<file path="src/rtl/bus_rw_ctrl.sv">
`default_nettype none
// ============================================================================
//  Module      : bus_rw_ctrl
//  Description : Registered single-request bus controller. Accepts one read
//                or write request at a time, drives memory valid/rw strobes
//                for configurable dwell times, latches address/write data and
//                captures read data.
//  Revision    : 1.0 - initial release
// ============================================================================
module bus_rw_ctrl #(
    parameter int ADDR_W        = 8,
    parameter int DATA_W        = 8,
    parameter int READ_CYCLES   = 1,
    parameter int WRITE_CYCLES  = 1,
    parameter int STABLE_CYCLES = 1
) (
    input  logic              clk,
    input  logic              rst,
    input  logic              select,
    input  logic              op,
    input  logic [ADDR_W-1:0] addr,
    input  logic [DATA_W-1:0] wdata,
    output logic              ready,
    output logic              done,
    output logic [DATA_W-1:0] rdata,
    output logic              rdata_valid,
    output logic              valid,
    output logic              rw,
    output logic [ADDR_W-1:0] mem_addr,
    output logic [DATA_W-1:0] mem_wdata,
    input  logic [DATA_W-1:0] mem_rdata,
    output logic [1:0]        state_o
);

    // Counter only has to reach the longest dwell minus one.
    localparam int MAX_RW     = (READ_CYCLES > WRITE_CYCLES) ? READ_CYCLES : WRITE_CYCLES;
    localparam int MAX_CYCLES = (MAX_RW > STABLE_CYCLES) ? MAX_RW : STABLE_CYCLES;
    localparam int CNT_W      = (MAX_CYCLES > 1) ? $clog2(MAX_CYCLES) : 1;
    localparam int S_LAST_I   = (STABLE_CYCLES > 0) ? STABLE_CYCLES - 1 : 0;

    localparam logic [CNT_W-1:0] R_LAST = CNT_W'(READ_CYCLES - 1);
    localparam logic [CNT_W-1:0] W_LAST = CNT_W'(WRITE_CYCLES - 1);
    localparam logic [CNT_W-1:0] S_LAST = CNT_W'(S_LAST_I);

    typedef enum logic [1:0] {
        S_IDLE   = 2'b00,
        S_WRITE  = 2'b01,
        S_READ   = 2'b10,
        S_STABLE = 2'b11
    } state_t;

    state_t              state_q, state_d;
    logic [CNT_W-1:0]    cnt_q, cnt_d;
    logic [ADDR_W-1:0]   mem_addr_q, mem_addr_d;
    logic [DATA_W-1:0]   mem_wdata_q, mem_wdata_d;
    logic [DATA_W-1:0]   rdata_q, rdata_d;
    logic                done_q, done_d;
    logic                rdata_valid_q, rdata_valid_d;

    // State register, dwell counter and latched data; reset has priority.
    always_ff @(posedge clk) begin
        if (rst) begin
            state_q       <= S_IDLE;
            cnt_q         <= '0;
            mem_addr_q    <= '0;
            mem_wdata_q   <= '0;
            rdata_q       <= '0;
            done_q        <= 1'b0;
            rdata_valid_q <= 1'b0;
        end else begin
            state_q       <= state_d;
            cnt_q         <= cnt_d;
            mem_addr_q    <= mem_addr_d;
            mem_wdata_q   <= mem_wdata_d;
            rdata_q       <= rdata_d;
            done_q        <= done_d;
            rdata_valid_q <= rdata_valid_d;
        end
    end

    // Next-state, dwell counting, request capture and completion pulses.
    always_comb begin
        state_d       = state_q;
        cnt_d         = cnt_q;
        mem_addr_d    = mem_addr_q;
        mem_wdata_d   = mem_wdata_q;
        rdata_d       = rdata_q;
        done_d        = 1'b0;
        rdata_valid_d = 1'b0;
        case (state_q)
            S_IDLE: begin
                if (select) begin
                    mem_addr_d = addr;
                    if (op) begin
                        mem_wdata_d = wdata;
                    end
                    cnt_d   = '0;
                    state_d = op ? S_WRITE : S_READ;
                end
            end
            S_WRITE: begin
                if (cnt_q == W_LAST) begin
                    cnt_d = '0;
                    if (STABLE_CYCLES > 0) begin
                        state_d = S_STABLE;
                    end else begin
                        state_d = S_IDLE;
                        done_d  = 1'b1;
                    end
                end else begin
                    cnt_d = cnt_q + CNT_W'(1);
                end
            end
            S_STABLE: begin
                if (cnt_q == S_LAST) begin
                    cnt_d   = '0;
                    state_d = S_IDLE;
                    done_d  = 1'b1;
                end else begin
                    cnt_d = cnt_q + CNT_W'(1);
                end
            end
            S_READ: begin
                if (cnt_q == R_LAST) begin
                    cnt_d         = '0;
                    state_d       = S_IDLE;
                    done_d        = 1'b1;
                    rdata_valid_d = 1'b1;
                    rdata_d       = mem_rdata;
                end else begin
                    cnt_d = cnt_q + CNT_W'(1);
                end
            end
            default: begin
                cnt_d   = '0;
                state_d = S_IDLE;
            end
        endcase
    end

    // Moore decode of the memory strobes from the current state.
    always_comb begin
        valid = 1'b0;
        rw    = 1'b0;
        case (state_q)
            S_WRITE:  begin valid = 1'b1; rw = 1'b1; end
            S_READ:   begin valid = 1'b1; rw = 1'b0; end
            S_STABLE: begin valid = 1'b0; rw = 1'b1; end
            default:  begin valid = 1'b0; rw = 1'b0; end
        endcase
    end

    assign ready       = (state_q == S_IDLE);
    assign done        = done_q;
    assign rdata       = rdata_q;
    assign rdata_valid = rdata_valid_q;
    assign mem_addr    = mem_addr_q;
    assign mem_wdata   = mem_wdata_q;
    assign state_o     = state_q;

endmodule
`default_nettype wire
</file>
<file path="config.mk">
export PLATFORM = sky130hd
export DESIGN_NAME = bus_rw_ctrl
export DESIGN_NICKNAME = d
export VERILOG_FILES = /design/src/rtl/bus_rw_ctrl.sv
export SDC_FILE = /design/constraint.sdc
export NUM_CORES = 1
export LEC_CHECK = 0
export ABC_AREA = 0
export BUFFER_PORTS_ARGS = -buffer_cell sky130_fd_sc_hd__buf_4
export CAP_MARGIN = 30
export CORE_MARGIN = 3
export CORE_UTILIZATION = 45
export DETAILED_ROUTE_END_ITERATION = 10
export PLACE_DENSITY = 0.84
export SYNTH_ARGS = -nofsm -noshare
export SYNTH_HDL_FRONTEND = slang
export SYNTH_SLANG_ARGS = --single-unit
</file>
<file path="constraint.sdc">
create_clock -name clk -period 1.7 [get_ports clk]
set_clock_uncertainty 0.15 [all_clocks]
set_input_delay 0.17 -clock clk [delete_from_list [all_inputs] [get_ports clk]]
set_output_delay 0.17 -clock clk [all_outputs]
set_load 0.005 [all_outputs]
</file>
==> results of run 1 <==
through the flow:
stage                     total power [mW]  instance area [um2]  utilization, %  TNS, ps
after floorplan                       1.05                 1260               -        0
after global placement                1.22                 1650            64.4        0
after detailed placement              1.24                 1650            64.4        0
after CTS                             1.61                 1940            75.7        0
after global routing                  1.71                 1980            77.0    -6.59
final                                 1.62                 1980            77.0        0
critical path: stages, from the launching register on:
cell,delay (ps)
sky130_fd_sc_hd__dfxtp_4,390
sky130_fd_sc_hd__ha_1,200
sky130_fd_sc_hd__or2_2,260
sky130_fd_sc_hd__buf_4,140
repair_timing:
item,4_1_cts,5_1_grt
hold buffers,24,1
hold endpoints to repair,25,1
resized for setup,4,4
buffers inserted,1,1
setup endpoints to repair,1,5
registers in the layout, summed over array words and instances, names as in the netlist:
register / cells
mem_addr: 8
mem_wdata: 8
rdata: 8
state_o: 2
done: 1
rdata_valid: 1
worst paths after layout:
check | from | endpoint | slack [ps] | depth (start not counted)
min | rst | rdata[7]$_SDFFE_PP0N_ | 50 | 2
min reg2reg | mem_wdata[7]$_SDFFE_PP0P_ | mem_wdata[7]$_SDFFE_PP0P_ | 340 | 2
max reg2reg | state_o[0]$_SDFFE_PP0P_ | rdata[5]$_SDFFE_PP0N_ | 100 | 4
max | state_o[0]$_SDFFE_PP0P_ | rw | 60 | 3
cell usage after synthesis, drive strengths merged:
| library cell | number | area [um2] |
|---|---|---|
| nor2b | 1 | 6.26 |
| nand2b | 19 | 119 |
| dfxtp | 28 | 561 |
| a311oi | 2 | 17.5 |
| a21bo | 8 | 80.1 |
| nand3 | 8 | 40.0 |
| nor2 | 10 | 37.5 |
| nand2 | 1 | 3.75 |
| nor3b | 2 | 25.0 |
| buf | 10 | 86.3 |
| ha | 5 | 62.6 |
| inv | 2 | 7.51 |
| or2 | 1 | 6.26 |
| a21oi | 8 | 40.0 |
| and3 | 1 | 7.51 |
| mux2i | 16 | 160 |
where the power goes:
group          switching [mW]  internal [mW]  total, mW
combinational           0.220          0.313      0.533
sequential             0.0414          0.724      0.765
clock                   0.191          0.131      0.322
cell families after synthesis:
logic type,synth area share [%]
adder cells (fa/ha/maj),4.97
AO/OA/AOI/OAI,10.9
buffers and inverters,7.45
multiplexers,12.7
AND/OR/NAND/NOR,19.5
flip-flops,44.5
routing by layer:
metal / track usage (%) / vias to the layer above / share of wire (%)
li1: - / 569 / -
met1: 18.5 / 524 / 37
met2: 35.0 / 31 / 57
met3: 3.07 / 2 / 5.2
met4: 5.83 / 0 / 0.45
met5: 0 / - / 0
layout make-up:
cell class	count	share of cell area, %
Multi-Input combinational cell	82	31.2
Timing Repair Buffer	86	35.8
Tap cell	30	1.90
Inverter	2	0.506
Sequential cell	28	28.7
Clock buffer	4	1.83
==> impl_summary.txt, run 1 <==
----------------------------------------------------
[Status]
  Result of the run ... finished, final reports clean

[Yosys]
  Fraction of the yosys area taken by sequential cells ... 44.5%
  Post-Syn Instances ... 122
  Synth warnings ... 0
  Number of distinct library cells after synthesis ... 19
  Average cell area after synthesis ... 10.3 um2
  Seq cells post-synth ... 28
  Net count after synthesis ... 155
  Cell area after technology mapping ... 0.00126 mm2

[Finish]
  NumNets Final ... about 240
  Commonest cells after routing, fill and taps aside ... 61 x sky130_fd_sc_hd__buf_4, 26 x sky130_fd_sc_hd__dfxtp_1, 25 x sky130_fd_sc_hd__dlygate4sd3_1, 19 x sky130_fd_sc_hd__nand2b_1, 16 x sky130_fd_sc_hd__mux2i_1
  Fill count ... 169
  Most common cell after layout, fill and taps aside ... sky130_fd_sc_hd__buf_4
  Storage element area ... 568 um2
  Layout Cells excl Fill ... 232
  Syn-to-layout area delta ... 57.0%
  Proportion of layout cells with a drive suffix above 1 ... about two fifths
  Number of inserted diodes ... 0
  Multi-input gate area in the final layout ... a little over 600 um2

[Place]
  Cells after DPL ... 201
  Global placer's final weighted congestion ... 0.740
  Post-detail-place hpwl ... 2100 um
  PortBufs ... 58
  Pre-CTS setup slack ... ~120 ps

[Power]
  Static Leak ... 0.885 nW
  Worst vdd rail ir drop ... 0.731 mV
  Power per standard cell area ... 819 mW/mm2

[Clock tree]
  TritonCTS buffer count ... 3
  CTS tree ... built
  Root buffer cell ... sky130_fd_sc_hd__clkbuf_4
  Count of H-tree levels built during CTS ... 1
  Maximum clock insertion buffer count ... 2
  Clock tree sinks ... 28
  Clock latency of the later-clocked register in the worst-skew pair ... 320 ps
  Clock transition at the register clock pins on the worst setup and hold paths after CTS ... roughly 150 ps

[STA]
  Worst Setup Slack, final ... 62.0 ps
  Worst-case headroom to the max-slew limit ... 65.0%
  Post-route minimum period ... 1640 ps
  Transition time of the tightest slew-check pin ... 525 ps
  Final max-slew violation count ... 0
  Maximum achievable frequency ... 0.611 GHz
  Ratio of final minimum period to clock period ... between 90% and 100%
  Worst-case hold slack ... 49.8 ps
  Final setup violating endpoints ... 0
  Hold violation total from the final report ... 0

[GRT]
  Initial antenna violation count ... 0
  Total overflow reported by the global router ... 0
  Largest net degree at the start of global routing ... 37
  Combined global-route utilization of all metal layers ... 17.7%
  Wire length of the first global-routing pass ... 4700 um
  Via count of the first global-routing pass ... 1107

[Die]
  Chip Height ... 58.9 um
  Number of I/O pins ... 59
  Core outline area ... 0.00257 mm2
  Initial core utilization ... 49.1%
  Full die area ... 0.00347 mm2
  Cell Rows ... 18
  Width of the die ... 58.9 um

[Routing]
  Via count ... 1126
  DRC violation total after the first TritonRoute iteration ... 27
  DR pass1 iterations ... 4
  Routed wire per std cell ... 13.5 um
  Average via count per standard cell ... 4.85
  Total length of routed wires ... between 3000 and 4000 um
  Drc violations ... 0
  Detail Route Antenna Nets ... 0

[Critical path]
  Highest net fanout along the worst path ... 4
  Startpoint types ... flip-flop
  Required time at the worst-slack endpoint ... 1380 ps
  CP Capture Type ... output port
  Startpoint-to-endpoint class of the critical path ... reg2out
  Data arrival time of the critical path ... 1320 ps

[Min path]
  Path class of the lowest-slack min-delay path ... in2reg

[Flow run]
  Max Cap Viol ... 0

----------------------------------------------------
No activity file was read; power rests on OpenSTA's default activity.
==> run 2, diff against run 1 <==
ABC_AREA = 1   (was 0)
CORE_UTILIZATION = 43   (was 45)
==> impl_summary.txt, run 2 <==
----------------------------------------------------
[Place]
  Post-detail-place hpwl ... 2130 um
  PortBufs ... 58
  Global placer's final weighted congestion ... 0.839
  Cells after DPL ... approximately 220

[Flow run]
  Max Cap Viol ... 0

[Critical path]
  Delay of the slowest cell on the worst path ... 390 ps
  Startpoint-to-endpoint class of the critical path ... reg2out
  CP Capture Type ... output port
  CP top delay family ... flip-flops
  Number of buffer and inverter instances along the worst setup path ... 3
  Setup slack on the worst flop-to-flop path ... 200 ps
  FF-to-FF path depth ... 6
  Critical Path Stages ... 5
  Required time at the worst-slack endpoint ... 1380 ps
  Data arrival time of the critical path ... 1250 ps
  Worst r2r src ... state_o[0]$_SDFFE_PP0P_
  Crit path cell chain ... inv_1 > ha_1 > inv_2 > nand2_1 > buf_4
  Highest net fanout along the worst path ... 5
  Cell at the slowest stage of the critical path ... sky130_fd_sc_hd__dfxtp_4
  Setup crit end ... rw
  Startpoint types ... flip-flop
  Reg-to-reg endpoint ... mem_addr[2]$_SDFFE_PP0P_
  Launching element of the worst setup path ... state_o[1]$_SDFFE_PP0P_

[Finish]
  Multi-input gate area in the final layout ... between 400 and 500 um2
  NumNets Final ... 251
  Commonest cells after routing, fill and taps aside ... 58 x sky130_fd_sc_hd__buf_4, 35 x sky130_fd_sc_hd__nor2_1, 26 x sky130_fd_sc_hd__dfxtp_1, 25 x sky130_fd_sc_hd__dlygate4sd3_1, 17 x sky130_fd_sc_hd__o21ai_0
  Proportion of layout cells with a drive suffix above 1 ... 33.6%
  Most common cell after layout, fill and taps aside ... sky130_fd_sc_hd__buf_4
  Number of inserted diodes ... 0
  Layout Cells excl Fill ... 245
  Fill count ... about 140
  Syn-to-layout area delta ... 69.0%
  Storage element area ... 566 um2

[Yosys]
  Number of distinct library cells after synthesis ... 16
  Share of flip-flops with an asynchronous set or reset ... 0%
  Net count after synthesis ... 168
  Yosys top cell area share ... ~52%
  Cell area after technology mapping ... approximately 0.0011 mm2
  Fraction of the yosys area taken by sequential cells ... 51.9%
  Cells taking the most area after synthesis ... sky130_fd_sc_hd__dfxtp_1 52%, sky130_fd_sc_hd__nor2_1 12%, sky130_fd_sc_hd__o21ai_0 7.9%
  Synth warnings ... 0
  Seq cells post-synth ... 28
  Most numerous cell types in the synthesized netlist ... 35 x sky130_fd_sc_hd__nor2_1, 28 x sky130_fd_sc_hd__dfxtp_1, 17 x sky130_fd_sc_hd__o21ai_0
  Average cell area after synthesis ... about 8 um2
  Number of enable-type register cells in the synthesized netlist ... 0
  Post-Syn Instances ... approximately 140
  Count leader, synth ... sky130_fd_sc_hd__nor2_1
  Top_reg_cell synth ... sky130_fd_sc_hd__dfxtp_1
  Cell taking the most area after synthesis ... sky130_fd_sc_hd__dfxtp_1

[Routing]
  Met3 WL ... 181 um
  Routed wire per std cell ... 14.3 um
  DR pass1 iterations ... 4
  DRC violation total after the first TritonRoute iteration ... 32
  Routed length on met1 ... between 1000 and 1500 um
  Detail Route Antenna Nets ... 0
  Highest Signal Layer ... met4
  Drc violations ... 0
  Average via count per standard cell ... 5.11
  Total length of routed wires ... 3500 um
  Via count ... ~1300
  Met2 wire len ... 1840 um

[GRT]
  Via count of the first global-routing pass ... 1170
  Largest net degree at the start of global routing ... 18
  Combined global-route utilization of all metal layers ... 22.0%
  Wire length of the first global-routing pass ... 5540 um
  Total overflow reported by the global router ... 0
  Initial antenna violation count ... 0

[Power]
  Clock network power share ... between 15 and 20%
  Register share of total power ... 46.2%
  Internal Power ... 1.22 mW
  Net switching fraction of the power ... a little under a third
  Static Leak ... a little under 0.9 nW
  Portion of total power attributed to combinational logic ... around 36%
  Worst vdd rail ir drop ... 0.650 mV
  Switching component of the power ... 556 uW
  Power per standard cell area ... 971 mW/mm2

[Clock tree]
  Clock latency of the later-clocked register in the worst-skew pair ... 320 ps
  TritonCTS buffer count ... 3
  Clock transition at the register clock pins on the worst setup and hold paths after CTS ... 140 ps
  Maximum clock insertion buffer count ... 2
  CTS tree ... built
  Post-CTS setup-driven buffer insertion count ... 0
  Root buffer cell ... sky130_fd_sc_hd__clkbuf_4
  Count of H-tree levels built during CTS ... 1
  Clock tree sinks ... 28

[Die]
  Number of I/O pins ... just under 60
  Width of the die ... 56.1 um
  Full die area ... 0.00315 mm2
  Chip Height ... 56.1 um
  Cell Rows ... 17
  Core outline area ... roughly 0.0023 mm2
  Initial core utilization ... 47.1%

[STA]
  Transition time of the tightest slew-check pin ... 425 ps
  Final setup violating endpoints ... 0
  Setup_tns ... 0 ps
  Worst-case headroom to the max-slew limit ... a little under three quarters
  Ratio of final minimum period to clock period ... 92.6%
  Maximum achievable frequency ... 0.635 GHz
  Setup repair after global routing missed its margin ... false
  Final max-slew violation count ... 0
  Hold violation total from the final report ... 0
  Post-route minimum period ... 1570 ps

[Status]
  Result of the run ... finished, final reports clean

[Min path]
  Path class of the lowest-slack min-delay path ... in2reg

----------------------------------------------------
run 2: changes by cell type after synthesis, moves of 3 or more:
cell                       delta
sky130_fd_sc_hd__nand4_1      +8
sky130_fd_sc_hd__buf_2        -3
sky130_fd_sc_hd__inv_2        +5
sky130_fd_sc_hd__o21ai_0     +17
sky130_fd_sc_hd__a21bo_2      -8
sky130_fd_sc_hd__nor2_1      +25
sky130_fd_sc_hd__inv_1        +3
sky130_fd_sc_hd__nand3_1      -7
sky130_fd_sc_hd__mux2i_1     -16
sky130_fd_sc_hd__nand2b_1    -19
sky130_fd_sc_hd__nand2_1     +12
sky130_fd_sc_hd__buf_6        -3
run 2: repair_timing:
action                                  in CTS  in global routing
hold buffers                                25                  0
endpoints found under the hold margin       27                  0
resized for setup                            1                  5
endpoints found under the setup margin       1                  2
run 2: tightest hold or removal path, delay by kind of cell:
family	cells	cell delay [ps]
buf+inv	1	150
compound gates	1	50
simple gates	1	90
run 2: per-stage QoR:
| stage | power, mW | util (%) | cell area [um2] | setup slack, ps | hold slack, ps |
|---|---|---|---|---|---|
| floorplan | 1.09 | - | 1080 | 331 | 89.1 |
| global placement | 1.36 | 66.3 | 1520 | 190 | 242 |
| detailed placement | 1.38 | 66.3 | 1520 | 107 | 251 |
| CTS | 1.75 | 78.9 | 1810 | 45.1 | 0.551 |
| global route | 1.88 | 79.5 | 1830 | 33.7 | 11.2 |
| finish | 1.77 | 79.5 | 1830 | 126 | 17.0 |
run 2: cells by family after synthesis:
kind of cell | count (synthesis) | share of synthesized area [%]
and+or+nand+nor | 59 | 23.3
AOI/OAI and AO/OA | 28 | 13.0
DFF | 28 | 51.9
buffers and inverters | 15 | 6.13
adders and majority gates | 5 | 5.79
run 2: area by class of cell:
type | count | share of cell area (%)
repair buffers | 83 | 37.5
inverters | 10 | 2.05
well taps | 28 | 1.92
clock buffers | 4 | 1.99
flip-flops and latches | 28 | 31.0
multi-input cells | 92 | 25.5
run 2: power by group through the flow:
stage	registers, mW	clock network, mW	logic [mW]
5_1_grt	0.832	0.351	0.694
3_5_place_dp	0.828	0	0.552
6_report	0.820	0.319	0.636
4_1_cts	0.814	0.327	0.606
3_3_place_gp	0.821	0	0.536
2_1_floorplan	0.830	0	0.263
run 2: worst min path at each step:
| stage | startpoint | depth (start not counted) | slack [ps] | endpoint |
|---|---|---|---|---|
| after floorplan | rst | 1 | 90 | done$_SDFF_PP0_ |
| after global placement | mem_rdata[3] | 3 | 240 | rdata[3]$_SDFFE_PP0N_ |
| after detailed placement | mem_rdata[3] | 3 | 250 | rdata[3]$_SDFFE_PP0N_ |
| after CTS | op | 3 | 0.6 | mem_wdata[1]$_SDFFE_PP0P_ |
| after global routing | op | 3 | 10 | mem_wdata[5]$_SDFFE_PP0P_ |
| final | op | 3 | 20 | mem_wdata[5]$_SDFFE_PP0P_ |
run 2: metal layers:
metal / track usage [%] / vias up
met1: 26.3 / 582
met5: 0 / -
li1: - / 601
met2: 40.2 / 63
met4: 6.10 / 0
met3: 3.48 / 6
==> run 3, diff against run 2 <==
CORE_ASPECT_RATIO = 1.25   (was unset)
REMOVE_ABC_BUFFERS = 1   (was unset)
==> impl_summary.txt, run 3 (synthesis results as in run 2) <==
----------------------------------------------------
[Die]
  Width of the die ... 50.8 um
  Full die area ... 0.00316 mm2
  Initial core utilization ... 46.9%
  Core outline area ... 0.00231 mm2
  Cell Rows ... 19
  Chip Height ... 62.1 um
  Number of I/O pins ... 59

[Finish]
  Commonest cells after routing, fill and taps aside ... 58 x sky130_fd_sc_hd__buf_4, 35 x sky130_fd_sc_hd__nor2_1, 27 x sky130_fd_sc_hd__dfxtp_1, 25 x sky130_fd_sc_hd__dlygate4sd3_1, 17 x sky130_fd_sc_hd__o21ai_0
  Number of inserted diodes ... 0
  Most common cell after layout, fill and taps aside ... sky130_fd_sc_hd__buf_4
  Final core utilization ... 79.6%
  Syn-to-layout area delta ... 69.8%
  Fill count ... 149
  Proportion of layout cells with a drive suffix above 1 ... approximately 33%
  NumNets Final ... about 250

[Power]
  Static Leak ... 0.874 nW
  Power per standard cell area ... between 1000 and 1500 mW/mm2
  Worst vdd rail ir drop ... 0.717 mV

[Clock tree]
  Clock latency of the later-clocked register in the worst-skew pair ... 320 ps
  Root buffer cell ... sky130_fd_sc_hd__clkbuf_4
  CTS tree ... built
  Clock tree sinks ... 28
  Clock transition at the register clock pins on the worst setup and hold paths after CTS ... 140 ps
  TritonCTS buffer count ... 3
  Maximum clock insertion buffer count ... 2
  Count of H-tree levels built during CTS ... 1

[STA]
  Final max-slew violation count ... 0
  Ratio of final minimum period to clock period ... 95.9%
  Worst-case hold slack ... approximately 21 ps
  Worst Setup Slack, final ... 69.9 ps
  Setup_tns ... 0 ps
  Final setup violating endpoints ... 0
  Maximum achievable frequency ... 0.613 GHz
  Setup repair after global routing missed its margin ... true
  Post-route minimum period ... 1630 ps
  Worst-case headroom to the max-slew limit ... 73.1%
  Transition time of the tightest slew-check pin ... ~400 ps
  Hold violation total from the final report ... 0

[Flow run]
  Max Cap Viol ... 0

[GRT]
  Busiest metal layer after global routing ... met2
  Combined global-route utilization of all metal layers ... 21.1%
  Via count of the first global-routing pass ... between 1000 and 1500
  Wire length of the first global-routing pass ... a little over 5000 um
  Largest net degree at the start of global routing ... 18
  Global-route met2 utilization ... 40.9%
  Total overflow reported by the global router ... 0
  M3 GR Usage ... 2.63%
  Initial antenna violation count ... 0
  Global routing met1 resource utilization ... 23.9%

[Place]
  Global placer's final weighted congestion ... 0.805
  Post-detail-place hpwl ... 2150 um
  PortBufs ... 58
  Pre-CTS setup slack ... between 90 and 100 ps

[Routing]
  Drc violations ... 0
  DRC violation total after the first TritonRoute iteration ... 16
  Total length of routed wires ... 3140 um
  Via count ... 1182
  Detail Route Antenna Nets ... 0
  DR pass1 iterations ... 4
  Average via count per standard cell ... about 4.8
  Routed wire per std cell ... 12.7 um

[Critical path]
  Highest net fanout along the worst path ... 5
  Setup slack on the worst flop-to-flop path ... 230 ps
  Data arrival time of the critical path ... around 1300 ps
  CP Capture Type ... output port
  Startpoint-to-endpoint class of the critical path ... reg2out
  Required time at the worst-slack endpoint ... 1380 ps
  Startpoint types ... flip-flop

[Min path]
  Path class of the lowest-slack min-delay path ... in2reg

[Status]
  Result of the run ... finished, final reports clean

----------------------------------------------------
[run 3: final cells by class]
| type | instances | area [um2] | share of cell area (%) |
|---|---|---|---|
| clock buffers | 3 | 22.5 | 1.23 |
| clock inverters | 1 | 30.0 | 1.64 |
| inverters | 10 | 37.5 | 2.04 |
| multi-input cells | 92 | 459 | 25.0 |
| flip-flops and latches | 28 | 562 | 30.6 |
| well taps | 31 | 38.8 | 2.11 |
| repair buffers | 83 | 686 | 37.4 |
[run 3: routing by layer]
metal,vias to the layer above,wire [um]
li1,605,-
met3,8,112
met1,538,1210
met2,31,1750
met4,0,74
met5,-,0
[run 3: critical path, cell delays in order (launching register included)]
cell,delay (ps)
sky130_fd_sc_hd__dfxtp_1,420
sky130_fd_sc_hd__inv_1,100
sky130_fd_sc_hd__ha_1,180
sky130_fd_sc_hd__inv_1,90
sky130_fd_sc_hd__nand2_1,70
sky130_fd_sc_hd__buf_4,130
[run 3: worst paths after layout]
| path | to | depth (start not counted) | from |
|---|---|---|---|
| min reg2reg | mem_wdata[3]$_SDFFE_PP0P_ | 2 | mem_wdata[3]$_SDFFE_PP0P_ |
| max | rw | 5 | state_o[1]$_SDFFE_PP0P_ |
| max reg2reg | mem_wdata[1]$_SDFFE_PP0P_ | 5 | state_o[0]$_SDFFE_PP0P_ |
| min | mem_wdata[6]$_SDFFE_PP0P_ | 3 | op |
[run 3: through the flow]
stage                     instances  total power [mW]  area, um2
after floorplan                 130              1.07       1050
after global placement          219              1.35       1530
after detailed placement        219              1.38       1530
after CTS                       248              1.84       1830
after global routing            248              1.95       1840
final                           248              1.84       1840
[run 3: where the power goes]
group,switching [mW],internal (mW),total (mW)
Combinational,0.289,0.316,0.605
Clock,0.186,0.238,0.425
Sequential,0.0579,0.757,0.814
Total,0.533,1.31,1.84
[run 3: what timing repair did]
| action | CTS | global route |
|---|---|---|
| setup endpoints to repair | 1 | 3 |
| resized for setup | 1 | 2 |
| hold endpoints to repair | 27 | 0 |
| setup buffers | 0 | 0 |
| hold buffers | 25 | 0 |
